==> src/rtl/vga_pkg.sv <==
// Shared VGA timing constants, coordinate width and colour type for the
// register-display scan driver.
package vga_pkg;

  localparam int COORD_W = 11;
  localparam int REG_W   = 176;

  // 800x600@72 Hz from a 50 MHz pixel clock
  localparam int VGA_H_VIS   = 800;
  localparam int VGA_H_FP    = 56;
  localparam int VGA_H_SYNC  = 120;
  localparam int VGA_H_BP    = 64;
  localparam int VGA_H_TOTAL = VGA_H_VIS + VGA_H_FP + VGA_H_SYNC + VGA_H_BP;

  localparam int VGA_V_VIS   = 600;
  localparam int VGA_V_FP    = 37;
  localparam int VGA_V_SYNC  = 6;
  localparam int VGA_V_BP    = 23;
  localparam int VGA_V_TOTAL = VGA_V_VIS + VGA_V_FP + VGA_V_SYNC + VGA_V_BP;

  // 3:3:3 colour, packed as {R, G, B}
  typedef struct packed {
    logic [2:0] r;
    logic [2:0] g;
    logic [2:0] b;
  } rgb_t;

  localparam rgb_t RGB_BLACK = '0;

endpackage

==> src/rtl/vga_counter.sv <==
// Stage-0 pixel/line counter pair. end_of_frame flags the last pixel of the
// last line so the parent can act on the frame boundary.
module vga_counter
  import vga_pkg::*;
#(
  parameter int H_TOTAL = VGA_H_TOTAL,
  parameter int V_TOTAL = VGA_V_TOTAL
) (
  input  logic               clk,
  input  logic               rst,
  output logic [COORD_W-1:0] x,
  output logic [COORD_W-1:0] y,
  output logic               end_of_frame
);

  localparam logic [COORD_W-1:0] X_LAST = COORD_W'(H_TOTAL - 1);
  localparam logic [COORD_W-1:0] Y_LAST = COORD_W'(V_TOTAL - 1);

  logic [COORD_W-1:0] x_q, x_d;
  logic [COORD_W-1:0] y_q, y_d;
  logic               end_of_line;

  // Next-position logic: x wraps every line, y advances on x wrap
  always_comb begin
    end_of_line  = (x_q == X_LAST);
    end_of_frame = end_of_line && (y_q == Y_LAST);
    x_d          = end_of_line ? '0 : x_q + 1'b1;
    y_d          = y_q;
    if (end_of_line) begin
      y_d = (y_q == Y_LAST) ? '0 : y_q + 1'b1;
    end
  end

  // Counter registers
  always_ff @(posedge clk) begin
    if (rst) begin
      x_q <= '0;
      y_q <= '0;
    end else begin
      x_q <= x_d;
      y_q <= y_d;
    end
  end

  assign x = x_q;
  assign y = y_q;

endmodule

==> src/rtl/vga_scan_driver.sv <==
// VGA scan driver: presents (x, y) to the renderers, registers their wired-OR
// hit into rgb with hsync/vsync/frame_start aligned one cycle behind x/y.
// Optional REG_SNAPSHOT_EN: registers_out is latched once per frame on the
// last pixel so renderers never see a value change mid-frame; without it the
// register bus passes straight through.
module vga_scan_driver
  import vga_pkg::*;
#(
  parameter int         H_VIS   = VGA_H_VIS,
  parameter int         H_FP    = VGA_H_FP,
  parameter int         H_SYNC  = VGA_H_SYNC,
  parameter int         H_BP    = VGA_H_BP,
  parameter int         V_VIS   = VGA_V_VIS,
  parameter int         V_FP    = VGA_V_FP,
  parameter int         V_SYNC  = VGA_V_SYNC,
  parameter int         V_BP    = VGA_V_BP,
  parameter logic [8:0] FG_RGB  = 9'h1FF,
  parameter logic [8:0] BG_RGB  = 9'h000
) (
  input  logic               clk,
  input  logic               rst,
  input  logic [REG_W-1:0]   registers_in,
  input  logic               hit,
  output logic [COORD_W-1:0] x,
  output logic [COORD_W-1:0] y,
  output logic [REG_W-1:0]   registers_out,
  output logic               hsync,
  output logic               vsync,
  output logic [8:0]         rgb,
  output logic               frame_start
);

  localparam logic [COORD_W-1:0] X_VIS    = COORD_W'(H_VIS);
  localparam logic [COORD_W-1:0] Y_VIS    = COORD_W'(V_VIS);
  localparam logic [COORD_W-1:0] HS_START = COORD_W'(H_VIS + H_FP);
  localparam logic [COORD_W-1:0] HS_END   = COORD_W'(H_VIS + H_FP + H_SYNC - 1);
  localparam logic [COORD_W-1:0] VS_START = COORD_W'(V_VIS + V_FP);
  localparam logic [COORD_W-1:0] VS_END   = COORD_W'(V_VIS + V_FP + V_SYNC - 1);

  logic end_of_frame;
  logic active;

  rgb_t rgb_q, rgb_d;
  logic hsync_q, hsync_d;
  logic vsync_q, vsync_d;
  logic frame_start_q, frame_start_d;
  // High exactly while the counters sit at (0,0): after reset or after the
  // previous frame's last pixel. Saves a pair of 11-bit zero compares.
  logic at_origin_q, at_origin_d;

  vga_counter #(
    .H_TOTAL (H_VIS + H_FP + H_SYNC + H_BP),
    .V_TOTAL (V_VIS + V_FP + V_SYNC + V_BP)
  ) u_counter (
    .clk          (clk),
    .rst          (rst),
    .x            (x),
    .y            (y),
    .end_of_frame (end_of_frame)
  );

  // Stage-1 next values from the stage-0 position and the renderer hit
  always_comb begin
    active        = (x < X_VIS) && (y < Y_VIS);
    rgb_d         = RGB_BLACK;
    if (active) begin
      rgb_d = hit ? rgb_t'(FG_RGB) : rgb_t'(BG_RGB);
    end
    hsync_d       = (x >= HS_START) && (x <= HS_END);
    vsync_d       = (y >= VS_START) && (y <= VS_END);
    frame_start_d = at_origin_q;
    at_origin_d   = end_of_frame;
  end

  // Stage-1 output registers
  always_ff @(posedge clk) begin
    if (rst) begin
      rgb_q         <= RGB_BLACK;
      hsync_q       <= 1'b0;
      vsync_q       <= 1'b0;
      frame_start_q <= 1'b0;
      at_origin_q   <= 1'b1;
    end else begin
      rgb_q         <= rgb_d;
      hsync_q       <= hsync_d;
      vsync_q       <= vsync_d;
      frame_start_q <= frame_start_d;
      at_origin_q   <= at_origin_d;
    end
  end

  assign rgb         = rgb_q;
  assign hsync       = hsync_q;
  assign vsync       = vsync_q;
  assign frame_start = frame_start_q;

`ifdef REG_SNAPSHOT_EN
  logic [REG_W-1:0] snap_q, snap_d;

  // Load the live bus on the last pixel so it applies from the next (0,0)
  always_comb begin
    snap_d = end_of_frame ? registers_in : snap_q;
  end

  // Frame snapshot register
  always_ff @(posedge clk) begin
    if (rst) begin
      snap_q <= '0;
    end else begin
      snap_q <= snap_d;
    end
  end

  assign registers_out = snap_q;
`else
  assign registers_out = registers_in;
`endif

endmodule
==> config.mk <==
export PLATFORM = sky130hd
export DESIGN_NAME = vga_scan_driver
export DESIGN_NICKNAME = d
export VERILOG_FILES = /design/src/rtl/vga_pkg.sv /design/src/rtl/vga_counter.sv /design/src/rtl/vga_scan_driver.sv
export SDC_FILE = /design/constraint.sdc
export NUM_CORES = 1
export LEC_CHECK = 0
export CAP_MARGIN = 30
export CORE_AREA = 5 5 147 149
export DETAILED_ROUTE_END_ITERATION = 10
export DIE_AREA = 0 0 152 154
export DONT_BUFFER_PORTS = 1
export HOLD_SLACK_MARGIN = 0.12
export PLACE_DENSITY = 0.36
export SYNTH_ARGS = -nofsm -noshare
export SYNTH_HDL_FRONTEND = slang
export SYNTH_SLANG_ARGS = --single-unit
==> constraint.sdc <==
create_clock -name clk -period 3.9 [get_ports clk]
set_clock_uncertainty 0.05 [all_clocks]
set_input_delay 0.585 -clock clk [delete_from_list [all_inputs] [get_ports clk]]
set_output_delay 0.585 -clock clk [all_outputs]
set_load 0.05 [all_outputs]
[Word level (Yosys, flattened, before mapping)]
Cells that the tools add are included.
Cells by class
  add/sub/neg operators: 2
  magnitude comparators: 6
  equal/unequal tests: 2
  multiplexer cells: 2
  bitwise logic cells: 1
  reduce and logical (&&, ||, !) cells: 6
Operators by type and width (number)
  $add A11 B1 Y11 const B: 2
  $ge A11 B10 Y1 const B: 2
  $le A11 B10 Y1 const B: 2
  $lt A11 B10 Y1 const B: 2
  $eq A11 B10 Y1 const B: 1
  $eq A11 B11 Y1 const B: 1
  $mux W11: 1
  $mux W9: 1
  $logic_and A1 B1 Y1: 4
  $reduce_or A2 Y1: 2
  $not A1 Y1: 1
Storage, ports and cells
  bits in registers: 35
  bits of input ports: 179
  logic and storage cells: 28

[Longest topological paths before layout]
  word-level depth: 4
  gate-level depth with buffers: 7

[By module]
Synthesis repeated with hierarchy kept, for this count alone.
Second synthesis, totals
  cell total of the unflattened synthesis: 325
  area total of the unflattened synthesis: 2653.8 um2
By module, submodules not included
  vga_scan_driver: times used 1, cells each 209, area an instance 1630.3 um2, seq. area each 100.1 um2
  vga_counter: times used 1, cells each 116, area an instance 1023.5 um2, seq. area each 440.4 um2

[Worst setup path after synthesis]
OpenSTA, ideal clock, no wires.
  path type: reg2reg
  start point: register u_counter.x_q[10], in the netlist u_counter.x[10]
  end point: register u_counter.y_q[5], in the netlist u_counter.y[5]
  setup time: 0.071 ns
  data arrival time: 2.323 ns
  data required time: 3.779 ns
  setup slack: 1.456 ns
  stages on the path, launching flop included: 6
  buffers on the path: 1
  period minus slack after synthesis: 2.444 ns
  cells stage by stage: dfxtp_1 -> or4b_4 -> or3_1 -> buf_2 -> or4_1 -> a21oi_1
On the way
  word-level cells in the longest chain between the ends: 1
RTL lines
  start: declaration: RTL line vga_counter.sv:19  | logic [COORD_W-1:0] x_q, x_d;
  start signal: assignment: RTL line vga_counter.sv:37  | x_q <= '0;
  start signal: assignment: RTL line vga_counter.sv:40  | x_q <= x_d;
  $eq A11 B11 Y1: RTL line vga_counter.sv:25  | end_of_line = (x_q == X_LAST);
  end signal: assignment: RTL line vga_counter.sv:41  | y_q <= y_d;
  end: declaration: RTL line vga_counter.sv:20  | logic [COORD_W-1:0] y_q, y_d;
Every way passes these cells.
A chain may end at the register's enable or synchronous reset.

[Worst setup path in the final report]
  start point: register u_counter.x_q[10], in the netlist u_counter.x[10]
  end point: register u_counter.y_q[10], in the netlist u_counter.y[10]
Same word-level chain as after synthesis.

==> results.ini <==
[critical_path]
critPathMaxStageDelay_ns = 0.74
worst-endpoint-required_ns = 4.04
r2r_cells = 4
cpMaxStageDelayCell = dfxtp_1
endpoint_kind = flop
critPathLaunchType = flop
cp_max_fo = 18
worstPathArrival_ns = 2.90
crit_chain = or4b_4, or3_1, or4_1, a21oi_1
criticalPathCategory = reg -> reg

[cells_and_area]
syn_to_final_growth_pct = -36.2
fill_cells = 2387
drive_gt1_share_pct = 7.48
fin_nets = 331
antenna_cells = 0

[pwr]
switching_power_uw = 174
powerDensity_mw_per_mm2 = 359
clkPwrFrac_pct = 38.9
max-vdd-ir-drop_v = 0.000204
combPwrFrac_pct = 7.9
cellLeakagePower_nw = 0.514
p_int_uw = 438
seqPwrFrac_pct = 53.2
netSwitchingFraction_pct = 28.4

[detailed_routing]
drt-vias-per-instance = 3.12
drc = 0
wl_per_cell_um = 13.4
drtAntennaViolNets = 0
drt_first_pass_iters = 4
drt_iter0_markers = 79
vias = 1302
wirelength_um = 5600

[sta]
timing.setup.tns_ns = 0
tightest_slew_ns = 0.859
max_slew_margin_pct = 42.7
slew_violations = 0
rsz0062_at_grt = false
final.min_clock_period_ns = 2.76
finalHoldViolCount = 0
final.period_utilization_pct = 70.9
fmax_mhz = 362
whs_ns = 0.331
setup_viol = 0

[floorplan]
fp.dieH_um = 154
die_width_um = 152
start_util_pct = 13.4
dieArea_mm2 = 0.0234
io_pins = 389
core_area_mm2 = 0.0200
placementRows = 52

[yosys]
synthSimpleGateAreaFrac_pct = 13.7
synth-adder-area-share_pct = 1.87
synth.area.top_cells = buf_4 52%, dfxtp_1 20%, nand3_1 2.1%
async_flop_share_pct = 0
synth_area_per_cell_um2 = 8.09
synth_edf_count = 0
synth_top_family_by_area = buffers and inverters
synth-main-ff-cell = dfxtp_1
post-synth-top-area-cell = buf_4
ys_seq_area_share_pct = 20.2
ys_types = 41
netlist_instances = 331
syn_nets = 514
synth_warnings = 0
synth_common_cells = 184 x buf_4, 27 x dfxtp_1, 11 x nand3_1, 11 x nor2_1, 9 x nand2_1
syn_area_mm2 = 0.00268
synth_seq_cells = 27
synth.area.mux_share_pct = 0.374
synth_top_cell_area_share_pct = 51.6
synth-compound-area-share_pct = 7.01
synth-xor-area-share_pct = 2.95
synth_most_common_cell = buf_4

[outcome]
status = finished clean

[clocking]
path_clk_slew_ns = 0.07
h-tree-depth = 1
root_buffer = clkbuf_16
clkLatencyLatePin_ns = 0.26
hold_buffers = 0
ctsLongestPathBuffers = 2
postCtsSetupRepairBufs = 0
cts_buffers = 3
clock_sinks = 27
cts_tree = yes
cts_resized = 0

[global_routing]
grt_start_max_net_pins = 19
overflow = 0
grt_pass1_vias = 1309
grt_util_all_layers_pct = 4.58
grt_first_pass_wirelength_um = 8400
antenna_found_initial = 0

[worst_hold_path]
hold_depth = 1
hold_path.class = in -> reg

[placement]
port_buffers = 0
dpl.hpwl_um = 4300
place_congestion = 0.686

[run]
max_cap_violations = 0

-- layer usage --
layer / vias to the layer above / track usage, % / part of all wire (%)
met1: 604 / 4.31 / 35
met4: 0 / 4.07 / 7.2
met3: 66 / 2.84 / 13
met5: - / 0 / 0
li1: 542 / - / -
met2: 90 / 6.96 / 45
-- per-stage QoR --
step                instances  total power, mW  utilization (%)  area, um2  setup WS, ns
floorplan                 331            0.859                -       2680          1.46
global placement          413            0.383             8.12       1630          1.16
global route              417            0.640             8.52       1710          1.02
finish                    417            0.612             8.52       1710          1.14
CTS                       417            0.626             8.52       1710          1.13
detailed placement        413            0.383             8.12       1630          1.15
-- cell families (layout without fill, tap and decap cells) --
kind of cell	after synthesis	after routing
AO/OA/AOI/OAI	27	27
buffers and inverters	198	14
flip-flops	27	27
XOR/XNOR	9	9
multiplexers	1	1
AND/OR/NAND/NOR	65	65
adder cells (fa/ha/maj)	4	4
-- registers in the layout (all words and copies together), names as in the netlist --
signal       flops
at_origin_q      1
u_counter.x     11
u_counter.y     11
rgb              1
hsync            1
frame_start      1
vsync            1
-- power groups by stage --
| stage | Combinational [mW] | Sequential [mW] | Clock [mW] |
|---|---|---|---|
| 6_report | 0.0485 | 0.326 | 0.238 |
| 5_1_grt | 0.0533 | 0.328 | 0.258 |
| 4_1_cts | 0.0503 | 0.326 | 0.249 |
| 3_5_place_dp | 0.0499 | 0.333 | 0 |
| 3_3_place_gp | 0.0498 | 0.333 | 0 |
| 2_1_floorplan | 0.533 | 0.326 | 0 |
-- final timing paths --
kind,startpoint,endpoint,slack [ns]
hold / removal,rst,u_counter.y[5],0.33
setup reg to reg,u_counter.x[10],u_counter.y[10],1.14
hold reg to reg,at_origin_q,frame_start,0.40
setup / recovery,u_counter.x[10],u_counter.y[10],1.14
-- cells in the final DEF, fill, tap and decap left out, drive strengths merged, types with 4 or more instances in the layout --
| cell | instances |
|---|---|
| inv | 5 |
| or3 | 4 |
| or4 | 4 |
| clkbuf | 4 |
| nor3 | 4 |
| dfxtp | 27 |
| nand4 | 5 |
| nand2 | 9 |
| nor2 | 11 |
| buf | 4 |
| a21oi | 6 |
| ha | 4 |
| nand3 | 11 |
| o31ai | 5 |
| xor2 | 6 |
-- critical path, delay by kind of cell, from the launching register on --
family / cells / cell delay, ns
AOI/OAI and AO/OA: 1 / 0.14
DFF: 1 / 0.74
and+or+nand+nor: 3 / 1.75
-- final cells by class --
type	instances	area, um2	area share (%)
tap	270	338	19.8
inverter	6	22.5	1.32
multi-input combinational	106	693	40.6
sequential	27	544	31.9
timing repair buffer	4	30.0	1.76
clock buffer	4	78.8	4.62
No activity file was read; power rests on OpenSTA's default activity.
==> patch 1: new RTL, same settings <==
Register the input `hit` before use. The logic sees it one clock later. The other inputs are not delayed to match. Comments in the files are not updated.
--- a/src/rtl/vga_scan_driver.sv
+++ b/src/rtl/vga_scan_driver.sv
@@ -39,2 +39,8 @@
 
+  logic hit_q;
+
+  always_ff @(posedge clk) begin
+    hit_q <= hit;
+  end
+
   logic end_of_frame;
@@ -66,3 +72,3 @@
     if (active) begin
-      rgb_d = hit ? rgb_t'(FG_RGB) : rgb_t'(BG_RGB);
+      rgb_d = hit_q ? rgb_t'(FG_RGB) : rgb_t'(BG_RGB);
     end
Check against the original RTL: not equivalent (a bounded check fails within 4 cycles, from zero or initial values and one cycle with rst high).
==> patch 1 against the original RTL <==
Worst hold slack got worse by 0.045 ns; area after synthesis increased by 0.75%; clock power increased by 19%; cell area increased by 2.9%; sequential cell count increased by 1; setup slack got worse by 0.014 ns; wire length increased by 4.7%; power increased by 9.3%; largest power group unchanged.
==> patch 1: results (changes against the original RTL) <==
Syn_nets - 515 (+0.19%)
Warnings from Yosys - 0 (unchanged)
Final GP Congestion - 0.691 (+0.71%)
Reg clk slew, reported paths - 0.08 ns
Drt total wl - 5870 µm (+4.7%)
Port bufs - 0 (unchanged)
Largest regs - u_counter.x (11), u_counter.y (11)
HP Class - in -> reg
Post-CTS Repair Setup Buffers - 0 (unchanged)
Largest cells by area after synthesis - buf_4 (51%), dfxtp_1 (21%), nand3_1 (2.0%)
Root Driver - clkbuf_16
Netlist cell types - 41 (unchanged)
Synth cell count leaders - buf_4 (184), dfxtp_1 (28), nand3_1 (11), nor2_1 (11), nand2_1 (9)
Cell Count, Final, Fillers Out - 419 (+0.48%)
Initial antenna violation count - 0 (unchanged)
Crit Path Max Fanout - 18 (unchanged)
Crit Reg-Reg Endpoint - u_counter.y[10]$_SDFFE_PP0P_
R2R depth - 4 (unchanged)
Startpoint Class - register
DRT Pass-1 Iters - 4 (unchanged)
Largest net degree at the start of global routing - 19 (unchanged)
Vias in the first global route - 1355 (+3.5%)
CTS Buf Count - 3 (unchanged)
Peak supply drop - 157 µV (-23%)
DP Wirelength - 4500 µm (+4.7%)
Resized cells post-CTS - 0 (unchanged)
# H-tree levels - 1 (unchanged)
R2r startpoint - u_counter.x[10]$_SDFF_PP0_
ANT cells - 0 (unchanged)
Vias/cell - 3.20 (+2.4%)
Filler cell count - 2374 (-0.54%)
All-layer global routing usage - 0.0460 (+0.000174)
Detailed Route Iter0 Violations - 71 (-10%)
Critical Path AT - 2.92 ns (+0.02 ns)
CP Capture Type - register
Relative slew slack - 0.415 (-0.0120)
Placed insts - 415 (+0.48%)
Async set-reset flop share out of synthesis - 0 (unchanged)
Worst-case clock buffer depth - 2 (unchanged)
First-pass GRT wire length - 8460 µm (+0.74%)
Register area share after synthesis - 0.208 (+0.00593)
R2R setup slack - 1.12 ns
Status - complete, no violations
Layout cells sized above 1 - 0.0872 (+0.0124)
Pwr per Cell Area - 381 nW/µm² (+6.2%)
ANT nets after route - 0 (unchanged)
Main synth FF type - dfxtp_1
P_leak - 0.000539 µW (+4.9%)
Syn Inst Count - 332 (+0.30%)
Worst-Skew Late Latency - 0.27 ns
==> patch 1: cell count changes in the layout (fill, tap and decap cells not counted), sizes merged <==
cell	unedited run	this run
buf	4	5
dfxtp	27	28
==> patch 1: kinds of logic after synthesis <==
family	count (synthesis)	share of synthesized area
buffers and inverters	198	0.535
AND/OR/NAND/NOR	65	0.136
flip-flops	28	0.208
AO/OA/AOI/OAI	27	0.0696
XOR/XNOR	9	0.0292
adder cells (fa/ha/maj)	4	0.0186
multiplexers	1	0.00371
==> patch 1: cell type report <==
class | count | area share
Inverter | 6 | 0.0128
Timing Repair Buffer | 5 | 0.0214
Multi-Input combinational cell | 106 | 0.395
Tap cell | 270 | 0.192
Sequential cell | 28 | 0.321
Clock buffer | 4 | 0.0570
==> patch 1: worst max-delay path, stage by stage (launching register included) <==
cell and delay, ns:
dfxtp_1 0.74, or4b_4 0.56, or3_1 0.62, or4_1 0.57
a21oi_1 0.16
==> patch 1: routing by layer <==
metal / wire (µm) / vias to the layer above / part of all wire / global-route usage
met5: 0 / - / 0 / 0
met4: 381 / 0 / 0.065 / 0.0372
met3: 683 / 64 / 0.12 / 0.0259
met2: 2890 / 94 / 0.49 / 0.0796
met1: 1910 / 634 / 0.33 / 0.0385
li1: - / 548 / - / -
==> patch 1: power by group <==
part	internal [µW]	total, µW	switching (µW)
Combinational	15.4	50.3	34.9
Sequential	294	336	41.7
Clock	179	283	104
Total	489	669	181
==> patch 1: worst min path at each step <==
stage / from / to / slack (ns) / cells past startpoint
5_1_grt: hit / hit_q$_DFF_P_ / 0.27 / 0
3_5_place_dp: at_origin_q$_SDFF_PP1_ / frame_start$_SDFF_PP0_ / 0.41 / 1
6_report: hit / hit_q$_DFF_P_ / 0.29 / 0
3_3_place_gp: at_origin_q$_SDFF_PP1_ / frame_start$_SDFF_PP0_ / 0.41 / 1
2_1_floorplan: at_origin_q$_SDFF_PP1_ / frame_start$_SDFF_PP0_ / 0.36 / 1
4_1_cts: hit / hit_q$_DFF_P_ / 0.28 / 0
==> patch 1: stage by stage <==
step | setup slack [ns] | power [µW] | utilization | hold slack, ns | cell area [µm²]
after floorplan | 1.46 | 870 | - | 0.364 | 2700
after detailed placement | 1.12 | 396 | 0.0826 | 0.414 | 1660
final | 1.12 | 669 | 0.0876 | 0.286 | 1760
after global routing | 1.00 | 694 | 0.0876 | 0.274 | 1760
after CTS | 1.10 | 682 | 0.0876 | 0.281 | 1760
after global placement | 1.17 | 396 | 0.0826 | 0.415 | 1660
==> patch 2: new RTL, same flow settings <==
Made on the original files. `COORD_W`: 11 -> 15.
--- a/src/rtl/vga_pkg.sv
+++ b/src/rtl/vga_pkg.sv
@@ -4,3 +4,3 @@
 
-  localparam int COORD_W = 11;
+  localparam int COORD_W = 15;
   localparam int REG_W   = 176;
Interface: changed (resized x and y); port bits go from 389 to 397. No check against the original RTL was run, so the function may have changed too.
==> patch 2 against the original RTL <==
Global-route usage is 1.7 points higher; area after synthesis is 23% higher; setup slack worse by 0.033 ns; cell count is 16% higher; sequential cell count is 8 higher; synthesized cell count is 21% higher; cell area is 36% higher; wire length is 34% higher; largest cell class unchanged; power is 32% higher; core utilization is 3.1 points higher; critical path type unchanged.
==> patch 2: results (changes against the original RTL) <==
Synth cell count leaders - buf_4 (185), dfxtp_1 (35), nor2_1 (20)
Metal-1 WL - 3250 µm (+66%)
Largest cells by area after synthesis - buf_4 (42%), dfxtp_1 (21%), xnor2_1 (2.9%)
Peak supply drop - 126 µV (-38%)
Routed wire per std cell - 15.5 µm (+15%)
Ratio of final minimum period to clock period - 0.717 (+0.00859)
Netlist cell types - 52 (+27%)
Register area share after synthesis - 0.213 (+0.0111)
Syn_nets - 582 (+13%)
Critical Path AT - 2.92 ns (+0.02 ns)
Hold Slack - 0.313 ns (-0.0186 ns)
All-layer global routing usage - 0.0628 (+0.0170)
R2R depth - 5 (+1)
Met1 GRT Util - 0.0740 (+0.0309)
Fin nets - 396 (+20%)
CTS Buf Count - 5 (+2)
Crit Path Max Fanout - 30 (+12)
DP Wirelength - 5690 µm (+32%)
Final GP Congestion - 0.771 (+12%)
Status - complete, no violations
Largest regs - u_counter.x (15), u_counter.y (15)
Vias/cell - 3.79 (+21%)
Vias in the first global route - 1809 (+38%)
Worst-Skew Late Latency - 0.28 ns (+0.02 ns)
Hold Crit Endpoint - frame_start$_SDFF_PP0_
R2R setup slack - 1.10 ns (-0.03 ns)
Placed inst area - 2190 µm² (+34%)
Met3 usage - 0.0402 (+0.0118)
Post-Syn Area per Cell - 8.24 µm² (+1.9%)
patch 2: cell families after synthesis:
| group | after synthesis | synth area share |
|---|---|---|
| flops | 35 | 0.213 |
| xor+xnor | 12 | 0.0320 |
| buf+inv | 208 | 0.462 |
| compound gates | 41 | 0.0940 |
| simple gates | 99 | 0.184 |
| fa+ha+maj | 4 | 0.0152 |
patch 2: layout make-up:
class                      instances  area [µm²]
inverter                          10        37.5
clock buffer                       7         133
multi-input combinational        156        1070
clock inverter                     1        5.00
timing repair buffer               5        37.5
tap                              270         338
fill                            2356       17700
sequential                        35         704
patch 2: worst max-delay path: cells and delay by family (launching register included):
kind	cells	cell delay (ns)
fa+ha+maj	1	0.35
flops	1	0.73
compound gates	1	0.30
simple gates	3	1.25
patch 2: where the power goes:
part | leakage, µW | switching (µW) | internal (µW) | total (µW)
registers | 0.000284 | 20.1 | 362 | 382
logic | 0.000356 | 27.6 | 7.80 | 35.4
clock network | 0.0000679 | 153 | 236 | 389
